[src/rtl/avalon_mem_arbiter.sv]
// Two-master Avalon-MM arbiter in front of a single RAM slave.
// m0 is the CPU, m1 is the loader/test master. A one-cycle arbitration state
// (IDLE) sits between every pair of transfers, so the bus is handed over on
// a clean boundary. Ties are broken round-robin against the last master served.
// An owner holds the bus until its transfer completes or it drops its request.
module avalon_mem_arbiter (
  input  logic        clk,
  input  logic        reset,

  // CPU master
  input  logic [31:0] m0_address,
  input  logic [31:0] m0_writedata,
  input  logic        m0_read,
  input  logic        m0_write,
  input  logic [3:0]  m0_byteenable,
  output logic        m0_waitrequest,
  output logic [31:0] m0_readdata,

  // Loader / test master
  input  logic [31:0] m1_address,
  input  logic [31:0] m1_writedata,
  input  logic        m1_read,
  input  logic        m1_write,
  input  logic [3:0]  m1_byteenable,
  output logic        m1_waitrequest,
  output logic [31:0] m1_readdata,

  // RAM slave
  output logic [31:0] s_address,
  output logic [31:0] s_writedata,
  output logic        s_read,
  output logic        s_write,
  output logic [3:0]  s_byteenable,
  input  logic        s_waitrequest,
  input  logic [31:0] s_readdata,

  // Status
  output logic [1:0]  grant,
  output logic        proto_err
);

  // One-hot owner encoding doubles as the grant vector.
  localparam logic [1:0] IDLE = 2'b00;
  localparam logic [1:0] OWN0 = 2'b01;
  localparam logic [1:0] OWN1 = 2'b10;

  logic [1:0] state_q, state_d;
  // 1 = m1 was served last, so m0 wins the next tie.
  logic       last_m1_q, last_m1_d;
  logic       err_q, err_d;

  logic       m0_req, m1_req;
  logic       own0, own1;

  assign m0_req = m0_read | m0_write;
  assign m1_req = m1_read | m1_write;

  assign own0 = (state_q == OWN0);
  assign own1 = (state_q == OWN1);

  // Next-state: arbitrate in IDLE, track completion or abandonment when owned.
  always_comb begin
    state_d   = state_q;
    last_m1_d = last_m1_q;
    err_d     = err_q;
    case (state_q)
      IDLE: begin
        if (m0_req && m1_req) begin
          state_d = last_m1_q ? OWN0 : OWN1;
        end else if (m0_req) begin
          state_d = OWN0;
        end else if (m1_req) begin
          state_d = OWN1;
        end
      end
      OWN0: begin
        // Simultaneous read and write is illegal; it is forwarded as a write.
        if (m0_read && m0_write) begin
          err_d = 1'b1;
        end
        if (!m0_req) begin
          // Request withdrawn before the slave accepted it.
          state_d = IDLE;
          err_d   = 1'b1;
        end else if (!s_waitrequest) begin
          state_d   = IDLE;
          last_m1_d = 1'b0;
        end
      end
      OWN1: begin
        if (m1_read && m1_write) begin
          err_d = 1'b1;
        end
        if (!m1_req) begin
          state_d = IDLE;
          err_d   = 1'b1;
        end else if (!s_waitrequest) begin
          state_d   = IDLE;
          last_m1_d = 1'b1;
        end
      end
      default: begin
        state_d = IDLE;
      end
    endcase
  end

  // State registers with synchronous reset; reset abandons any open transfer.
  always_ff @(posedge clk) begin
    if (reset) begin
      state_q   <= IDLE;
      last_m1_q <= 1'b1;
      err_q     <= 1'b0;
    end else begin
      state_q   <= state_d;
      last_m1_q <= last_m1_d;
      err_q     <= err_d;
    end
  end

  // Bus mux: route the owner straight through, park everything else at zero.
  always_comb begin
    s_address      = 32'h0;
    s_writedata    = 32'h0;
    s_read         = 1'b0;
    s_write        = 1'b0;
    s_byteenable   = 4'h0;
    m0_waitrequest = 1'b1;
    m0_readdata    = 32'h0;
    m1_waitrequest = 1'b1;
    m1_readdata    = 32'h0;
    if (own0) begin
      s_address      = m0_address;
      s_writedata    = m0_writedata;
      s_read         = m0_read & ~m0_write;
      s_write        = m0_write;
      s_byteenable   = m0_byteenable;
      m0_waitrequest = s_waitrequest;
      m0_readdata    = s_readdata;
    end else if (own1) begin
      s_address      = m1_address;
      s_writedata    = m1_writedata;
      s_read         = m1_read & ~m1_write;
      s_write        = m1_write;
      s_byteenable   = m1_byteenable;
      m1_waitrequest = s_waitrequest;
      m1_readdata    = s_readdata;
    end
  end

  assign grant     = {own1, own0};
  assign proto_err = err_q;

endmodule

[config.mk]
export PLATFORM = sky130hd
export DESIGN_NAME = avalon_mem_arbiter
export DESIGN_NICKNAME = d
export VERILOG_FILES = /design/src/rtl/avalon_mem_arbiter.sv
export SDC_FILE = /design/constraint.sdc
export NUM_CORES = 1
export LEC_CHECK = 0
export BUFFER_PORTS_ARGS = -buffer_cell sky130_fd_sc_hd__buf_4
export CAP_MARGIN = 20
export CORE_AREA = 2 2 121 123
export CTS_CLUSTER_SIZE = 25
export DETAILED_ROUTE_END_ITERATION = 12
export DIE_AREA = 0 0 123 125
export GPL_ROUTABILITY_DRIVEN = 0
export GPL_TIMING_DRIVEN = 0
export PLACE_DENSITY = 0.45
export SYNTH_ARGS = -nofsm -noshare
export SYNTH_HDL_FRONTEND = slang
export SYNTH_SLANG_ARGS = --single-unit
[constraint.sdc]
create_clock -name clk -period 1.5 [get_ports clk]
set_clock_uncertainty 0.05 [all_clocks]
set_input_delay 0.15 -clock clk [delete_from_list [all_inputs] [get_ports clk]]
set_output_delay 0.15 -clock clk [all_outputs]
set_load 0.1 [all_outputs]
==> results.tsv, run 1 <==
stage	metric	value	unit
global_route	grt_antenna_before_repair	0	
floorplan	die_w	123	um
route	routed_wl	16.2	mm
synthesis	ys_warn_count	0	
layout	n_antenna_cell	0	
setup_path	slowest_stage	dfxtp_4	
setup_path	crit_fanout	7	
worst_hold_path	hold_path_class	in -> reg	
job	cap_viol_max_count	0	
worst_hold_path	min-delay-start	reset	
setup_path	endpoint_kind	primary output	
clocking	ctsLongestPathBuffers	2	
timing	finalSetupViolCount	139	
setup_path	cp.required	1.30	ns
setup_path	worstPathCellList	inv_4 > ha_4 > buf_12 > buf_12 > buf_12 > buf_8 > and2_4 > buf_12	
timing	finalHoldViolations	0	
setup_path	cp_slowest_stage_delay	0.36	ns
setup_path	worstSetupPathType	reg -> out	
setup_path	r2r_setup_slack	-0.24	ns
clocking	cts_sinks	4	
timing	report.final.slew_viol_count	0	
clocking	cts-hold-fix-buffers	0	
run_status	violations	negative setup slack	
route	dr.pass1.iters	4	
setup_path	reg2reg_from	state_q[1]	
synthesis	yosysTopAreaCell	nand2_1	
placed_design	place_ws	-0.688	ns
synthesis	synth_top_area_share	28.0	%
layout	final_area	9150	um^2
global_route	grt_max_degree	11	
setup_path	cp.arrival	1.69	ns
global_route	grt_pass1_vias	4316	
floorplan	die_h	125	um
clocking	root_buffer	clkbuf_16	
timing	rsz0062_at_grt	true	
timing	tightest_slew	0.283	ns
route	drc	0	
synthesis	syn_area	1810	um^2
route	vias_per_cell	4.28	
synthesis	synth.area.top_cells	nand2_1 28%, and2_1 22%, o21ai_0 19%	
timing	post-route-min-period	1.89	ns
timing	fmax	0.530	GHz
clocking	path_clk_slew	0.03	ns
layout	layout.nets	892	
setup_path	crit_start	state_q[1]	
synthesis	synth_sequential_area_ratio	4.43	%
layout	syn_to_final_growth	406	%
setup_path	worst_setup_path_start_kind	flop	
synthesis	syn_nets	523	
clocking	clk_latency	0.23	ns
placed_design	placed_area	5690	um^2
global_route	grt_pass1_wl	24.0	mm
layout	layout_commonest_cell	buf_4	
floorplan	die_area	15400	um^2
power_and_ir_drop	ir_drop	677	uV
clocking	cts_tree	yes	
timing	fin_crit_sh	126	%
route	wire_per_inst	18.1	um
floorplan	core_area	14200	um^2
synthesis	yosysUniqueCellTypes	32	
layout	drive_above_1_share	95.4	%
route	drtAntennaViolNets	0	
timing	finalSetupTns	-40.93	ns
placed_design	dpl.hpwl	11.3	mm
placed_design	io_buffers	311	
route	drt_iter0_drc	75	
synthesis	synthCells	343	
power_and_ir_drop	cellLeakagePower	4.13	nW
clocking	htreeDepth	1	
synthesis	synth_seq_cells	4	
setup_path	crit_path_frequent_cell	buf_12	
timing	relSlewSlack	81.3	%
layout	layout_common_cells	192 x buf_4, 160 x buf_12, 67 x o21ai_4	
floorplan	io_pins	314	
clocking	cts_buffers	3	
global_route	grtUsageTotal	19.8	%
route	vias	3833	
floorplan	rows	44	
power_and_ir_drop	power.density	929	nW/um^2
run_status	status	finished, violations left	
power_and_ir_drop	power	8.50	mW
synthesis	avgSynthCellArea	5.27	um^2
global_route	grt_overflow	0	
timing	fin_ws	-0.385	ns
floorplan	initial_core_util	12.7	%
==> final timing paths <==
check	end	depth (start not counted)
max reg2reg	last_m1_q	8
max	m0_readdata[14]	8
min reg2reg	proto_err	2
min	proto_err	2
==> Yosys cell counts <==
| master | instances |
|---|---|
| nand2_1 | 135 |
| o21ai_0 | 69 |
| and2_1 | 64 |
| buf_2 | 14 |
| clkbuf_1 | 13 |
| ha_1 | 5 |
| buf_4 | 4 |
| dfxtp_1 | 4 |
| a22o_1 | 3 |
| inv_1 | 3 |
| nand2b_1 | 3 |
| nor2_1 | 3 |
| clkbuf_2 | 2 |
| o32ai_1 | 2 |
| xor2_1 | 2 |
| a211oi_2 | 1 |
| a21oi_1 | 1 |
| a22oi_1 | 1 |
| a31oi_1 | 1 |
| a32o_1 | 1 |
| a32oi_1 | 1 |
| and2b_2 | 1 |
| buf_6 | 1 |
| mux2i_1 | 1 |
| nand3_2 | 1 |
| nor2_2 | 1 |
| nor2b_1 | 1 |
| nor2b_2 | 1 |
| nor3b_2 | 1 |
| o221a_2 | 1 |
| o22ai_1 | 1 |
| or3b_1 | 1 |
==> critical path, delay by kind of cell, from the launching register on <==
family,cells,cell delay (ns)
flip-flops,1,0.36
adder cells (fa/ha/maj),1,0.16
buffers and inverters,6,0.75
AND/OR/NAND/NOR,1,0.17
==> sequential cells by signal, indices dropped and copies added (netlist names) <==
register	count
proto_err	1
last_m1_q	1
state_q	2
==> timing repair <==
item                       in CTS  in global routing
gates resized for setup       590                 69
cloned                         22                  4
setup endpoints to repair     142                141
pin swaps                      44                 34
buffers inserted               28                 10
==> logic make-up (layout without fill, tap and decap cells) <==
group / count (synthesis) / after routing / synth area share, %
simple gates: 212 / 213 / 55.3
compound gates: 82 / 82 / 25.3
buf+inv: 37 / 404 / 10.0
fa+ha+maj: 5 / 5 / 3.46
flops: 4 / 4 / 4.43
xor+xnor: 2 / 2 / 0.970
mux: 1 / 1 / 0.554
==> cell type report <==
cell class                      count  area (um^2)
Multi-Input combinational cell    303         3230
Fill cell                        1108         5050
Clock buffer                        4         78.8
Tap cell                          184          230
Sequential cell                     4         87.6
Inverter                            3         16.3
Timing Repair Buffer              368         4940
Buffer                             29          561
==> metrics by stage <==
step                      utilization [%]  cells  hold WS (ns)
after floorplan                         -    343         0.172
after global placement               40.0    838         0.304
after detailed placement             40.0    838         0.309
after CTS                            62.8    890        0.0853
after global routing                 64.4    895         0.110
final                                64.4    895        0.0986
==> report_power, final <==
| part | leakage [nW] | total (mW) | switching [mW] | internal [mW] |
|---|---|---|---|---|
| Sequential | 0.0343 | 0.144 | 0.0186 | 0.125 |
| Clock | 0.0382 | 0.434 | 0.0826 | 0.352 |
| Combinational | 4.06 | 7.92 | 4.66 | 3.27 |
==> per-layer routing <==
metal	global-route usage (%)	share of wire, %	wire, um	up-vias
met5	0	0	0	-
met4	3.07	1.3	210	0
met3	2.87	5.4	876	14
met2	38.6	57	9230	139
met1	22.7	36	5900	1826
li1	-	-	-	1854
No activity file was read; power rests on OpenSTA's default activity.
==> inputs of run 2 (changes only) <==
- RECOVER_POWER: not set -> 25
==> run 2 against run 1 <==
Effect of this change: largest cell class unchanged; clock power is essentially flat; critical endpoint unchanged; cell count is the same; worst setup slack unchanged; highest routed layer unchanged; critical path depth is the same; sequential share of layout area hardly changed; power hardly changed; fmax unchanged; sequential power hardly changed; non-clock buffer count did not move; the flow still finishes with violations (negative setup slack); flip-flop and latch count is the same; register-to-register slack hardly changed; via count is the same.
==> results.tsv, run 2 (synthesis results as in run 1) <==
stage	metric	value	unit
run_status	status	finished, violations left	
run_status	violations	negative setup slack	
setup_path	endpoint_kind	primary output	
timing	report.final.slew_viol_count	0	
setup_path	reg2regPathDepth	8	
global_route	grt_overflow	0	
power_and_ir_drop	p_sw	4.76	mW
route	wire_per_inst	18.1	um
setup_path	endpoint	m0_readdata[14]	
setup_path	cp.arrival	1.69	ns
timing	fin_ws	-0.385	ns
setup_path	slowest_stage	dfxtp_4	
setup_path	critPathTopFamily	buffers and inverters	
timing	finalSetupViolCount	139	
floorplan	die_area	15400	um^2
floorplan	io_pins	314	
route	drt_iter0_drc	75	
timing	fmax	0.530	GHz
global_route	grt_max_degree	11	
setup_path	crit_buf_inv	6	
layout	drive_above_1_share	95.4	%
setup_path	reg2reg_from	state_q[1]	
route	vias	3833	
clocking	path_clk_slew	0.03	ns
clocking	root_buffer	clkbuf_16	
clocking	ctsLongestPathBuffers	2	
global_route	grt_pass1_vias	4316	
setup_path	crit_start	state_q[1]	
floorplan	core_area	14200	um^2
power_and_ir_drop	swShare	56.0	%
floorplan	die_w	123	um
global_route	grt_antenna_before_repair	0	
placed_design	dpl.hpwl	11.3	mm
timing	tightest_slew	0.550	ns
power_and_ir_drop	power.density	929	nW/um^2
timing	finalSetupTns	-40.93	ns
layout	utilization	64.4	%
floorplan	initial_core_util	12.7	%
layout	fillers	1107	
setup_path	worstPathCellList	inv_4 > ha_4 > buf_12 > buf_12 > buf_12 > buf_8 > and2_4 > buf_12	
clocking	htreeDepth	1	
setup_path	cp.depth	8	
layout	layout.nets	892	
power_and_ir_drop	power	8.50	mW
timing	fin_crit_sh	126	%
setup_path	worstSetupPathType	reg -> out	
clocking	clk_latency	0.23	ns
timing	relSlewSlack	63.5	%
setup_path	cp_slowest_stage_delay	0.36	ns
floorplan	die_h	125	um
clocking	cts_buffers	3	
setup_path	rr_endpoint	last_m1_q	
global_route	grtUsageTotal	19.8	%
power_and_ir_drop	ir_drop	677	uV
layout	regMostFlops	state_q	
timing	finalHoldViolations	0	
route	drc	0	
placed_design	io_buffers	311	
layout	n_antenna_cell	0	
layout	multi_input_area	3230	um^2
layout	largest_register_ffs	2	
power_and_ir_drop	seqPwrFrac	1.7	%
worst_hold_path	hold_path_class	in -> reg	
route	drtAntennaViolNets	0	
setup_path	cp.required	1.30	ns
setup_path	worst_setup_path_start_kind	flop	
layout	syn_to_final_growth	406	%
setup_path	r2r_setup_slack	-0.24	ns
route	vias_per_cell	4.28	
global_route	grt_pass1_wl	24.0	mm
layout	register_area	87.6	um^2
floorplan	rows	44	
timing	rsz0062_at_grt	true	
route	dr.pass1.iters	4	
route	routed_wl	16.2	mm
timing	whs	0.0986	ns
layout	final_area	9150	um^2
setup_path	crit_fanout	7	
setup_path	crit_path_frequent_cell	buf_12	
power_and_ir_drop	cellLeakagePower	4.13	nW
layout	layout_commonest_cell	buf_4	
clocking	cts_sinks	4	
power_and_ir_drop	combPwrFrac	93.2	%
clocking	cts_tree	yes	
timing	post-route-min-period	1.89	ns
power_and_ir_drop	power_frac_clock	5.1	%
placed_design	placed_area	5690	um^2
power_and_ir_drop	p_int	3.74	mW
job	cap_viol_max_count	0	
layout	layout_common_cells	191 x buf_4, 160 x buf_12, 67 x o21ai_4	
run 2: cell count changes in the layout (fill, tap and decap cells not counted):
| cell | before | now |
|---|---|---|
| clkbuf_2 | 0 | 1 |
| buf_4 | 192 | 191 |
run 2: repair_timing:
item,CTS,global route
hold buffers,0,0
gates resized for setup,590,69
gates cloned,22,4
endpoints found under the setup margin,142,141
buffers inserted,28,10
pin swaps,44,34
run 2: final cells by class:
| type | count | share of cell area [%] |
|---|---|---|
| multi-input combinational | 303 | 35.4 |
| inverter | 3 | 0.178 |
| tap | 184 | 2.52 |
| buffer | 29 | 6.13 |
| timing repair buffer | 368 | 54.0 |
| sequential | 4 | 0.957 |
| clock buffer | 4 | 0.862 |
run 2: worst min path at each step:
| stage | slack, ns | start | cells after the start | endpoint |
|---|---|---|---|---|
| final | 0.1 | reset | 2 | proto_err |
| after global routing | 0.11 | reset | 2 | proto_err |
| after CTS | 0.09 | reset | 2 | proto_err |
| after detailed placement | 0.31 | reset | 2 | proto_err |
| after global placement | 0.30 | reset | 2 | proto_err |
| after floorplan | 0.17 | reset | 1 | proto_err |
run 2: power groups by stage:
stage               clock network, mW  logic, mW  registers (mW)
detailed placement                  0       5.53           0.142
floorplan                           0       4.27           0.178
global route                    0.447       8.16           0.145
global placement                    0       5.51           0.141
CTS                             0.442       7.86           0.142
finish                          0.434       7.92           0.143
run 2: routing by layer:
layer	global-route usage, %	up-vias	wire, um
met5	0	-	0
met4	3.07	0	210
met2	38.6	139	9230
met3	2.87	14	876
met1	22.7	1826	5900
li1	-	1854	-
run 2: stage by stage:
stage	instances	worst slack (ns)
6_report	895	-0.385
5_1_grt	895	-0.416
4_1_cts	890	-0.406
3_5_place_dp	838	-0.688
3_3_place_gp	838	-0.678
2_1_floorplan	343	-0.239
==> inputs of run 3 (changes only) <==
- CTS_BUF_LIST: not set -> sky130_fd_sc_hd__clkbuf_4 sky130_fd_sc_hd__clkbuf_8
==> run 3 against run 2 <==
Effect of this change: the flow still finishes with violations (negative setup slack); count of clock-buffer cells in the layout stayed put; hold slack better by 0.016 ns; power is 3.9% lower; sequential share of layout area hardly changed; highest routed layer unchanged; non-clock buffer count is 3 lower; routed wire length is 0.96% lower; die area stayed put; first-iteration DRC count is 11% lower; cell count is 0.34% lower; largest cell class unchanged.
==> results.tsv, run 3 (synthesis results as in run 1) <==
stage	metric	value	unit
timing	finalSetupTns	-40.95	ns
layout	layout_commonest_cell	buf_4	
layout	regMostFlops	state_q	
route	routed_wl	16.1	mm
global_route	grt_max_degree	11	
layout	layout.nets	889	
setup_path	cp.required	1.30	ns
timing	fin_ws	-0.361	ns
layout	fillers	1159	
clocking	htreeDepth	1	
setup_path	reg2reg_from	state_q[1]	
layout	syn_to_final_growth	387	%
floorplan	die_h	125	um
floorplan	io_pins	314	
timing	relSlewSlack	63.5	%
timing	fin_crit_sh	124	%
route	drt_iter0_drc	67	
run_status	violations	negative setup slack	
timing	post-route-min-period	1.86	ns
power_and_ir_drop	cellLeakagePower	3.87	nW
route	drc	0	
route	vias	3822	
setup_path	cp.arrival	1.66	ns
power_and_ir_drop	power	8.16	mW
setup_path	r2r_setup_slack	-0.25	ns
layout	drive_above_1_share	90.0	%
power_and_ir_drop	power.density	928	nW/um^2
route	vias_per_cell	4.28	
clocking	path_clk_slew	0.04	ns
layout	layout_common_cells	188 x buf_4, 156 x buf_12, 66 x o21ai_4	
setup_path	endpoint	m0_readdata[18]	
clocking	cts_sinks	4	
setup_path	cp.depth	8	
floorplan	die_area	15400	um^2
clocking	root_buffer	clkbuf_8	
clocking	cts_buffers	3	
global_route	grt_overflow	0	
setup_path	crit_start	state_q[1]	
setup_path	slowest_stage	dfxtp_4	
global_route	grt_antenna_before_repair	0	
setup_path	crit_path_frequent_cell	buf_12	
timing	finalSetupViolCount	141	
timing	report.final.slew_viol_count	0	
setup_path	worstSetupPathType	reg -> out	
placed_design	io_buffers	311	
floorplan	core_area	14200	um^2
timing	rsz0062_at_grt	true	
floorplan	rows	44	
global_route	grt_pass1_wl	23.9	mm
route	wire_per_inst	18.0	um
placed_design	dpl.hpwl	11.3	mm
setup_path	endpoint_kind	primary output	
clocking	ctsLongestPathBuffers	2	
layout	utilization	61.9	%
clocking	clk_latency	0.22	ns
setup_path	rr_endpoint	last_m1_q	
setup_path	crit_buf_inv	6	
layout	largest_register_ffs	2	
global_route	grt_pass1_vias	4287	
route	drtAntennaViolNets	0	
timing	finalHoldViolations	0	
setup_path	crit_fanout	6	
setup_path	worst_setup_path_start_kind	flop	
setup_path	cp_slowest_stage_delay	0.36	ns
run_status	status	finished, violations left	
setup_path	worstPathCellList	inv_4 > ha_4 > buf_12 > buf_16 > buf_12 > clkbuf_16 > and2_4 > buf_12	
setup_path	reg2regPathDepth	8	
timing	fmax	0.537	GHz
timing	whs	0.114	ns
layout	n_antenna_cell	0	
job	cap_viol_max_count	0	
worst_hold_path	hold_path_class	in -> reg	
floorplan	die_w	123	um
floorplan	initial_core_util	12.7	%
power_and_ir_drop	ir_drop	675	uV
route	dr.pass1.iters	4	
setup_path	critPathTopFamily	buffers and inverters	
global_route	grtUsageTotal	19.8	%
clocking	cts_tree	yes	
timing	tightest_slew	0.550	ns
[run 3: stage by stage]
| step | instances | setup WS, ns | area (um^2) |
|---|---|---|---|
| CTS | 884 | -0.404 | 8600 |
| detailed placement | 838 | -0.688 | 5690 |
| global route | 892 | -0.398 | 8790 |
| global placement | 838 | -0.678 | 5690 |
| finish | 892 | -0.361 | 8790 |
| floorplan | 343 | -0.239 | 3120 |
[run 3: how the worst min path moves through the flow]
stage	start	end	slack, ns	cells after the start
floorplan	reset	proto_err	0.17	1
global placement	reset	proto_err	0.30	2
detailed placement	reset	proto_err	0.31	2
CTS	reset	proto_err	0.09	2
global route	reset	proto_err	0.12	2
finish	reset	proto_err	0.11	2
[run 3: layout make-up]
cell class                 count  area [um^2]  area share, %
sequential                     4         87.6          0.996
clock buffer                   4         48.8          0.555
tap                          184          230           2.62
buffer                        30          569           6.48
multi-input combinational    303         2970           33.8
timing repair buffer         364         4870           55.4
inverter                       3         16.3          0.185
[run 3: repair_timing]
| action | 4_1_cts | 5_1_grt |
|---|---|---|
| hold buffers | 0 | 0 |
| setup endpoints to repair | 142 | 141 |
| resized for setup | 554 | 44 |
| gates cloned | 18 | 4 |
| buffers inserted | 25 | 9 |
| pin swaps | 31 | 31 |
[run 3: routing by layer]
metal	track usage [%]	wire length, um
met1	22.4	5750
met2	39.3	9150
met3	2.87	957
met4	2.74	194
met5	0	0
[run 3: worst register-to-register path, cell delays in order (launching register included)]
cell	delay [ns]
dfxtp_4	0.35
buf_4	0.14
ha_4	0.18
buf_4	0.15
buf_4	0.13
nand2b_4	0.13
a211oi_2	0.21
mux2i_1	0.21
nand2b_1	0.07
[run 3: power by group]
group	switching (mW)	internal (mW)
sequential	0.0187	0.125
clock	0.0661	0.200
combinational	4.56	3.19
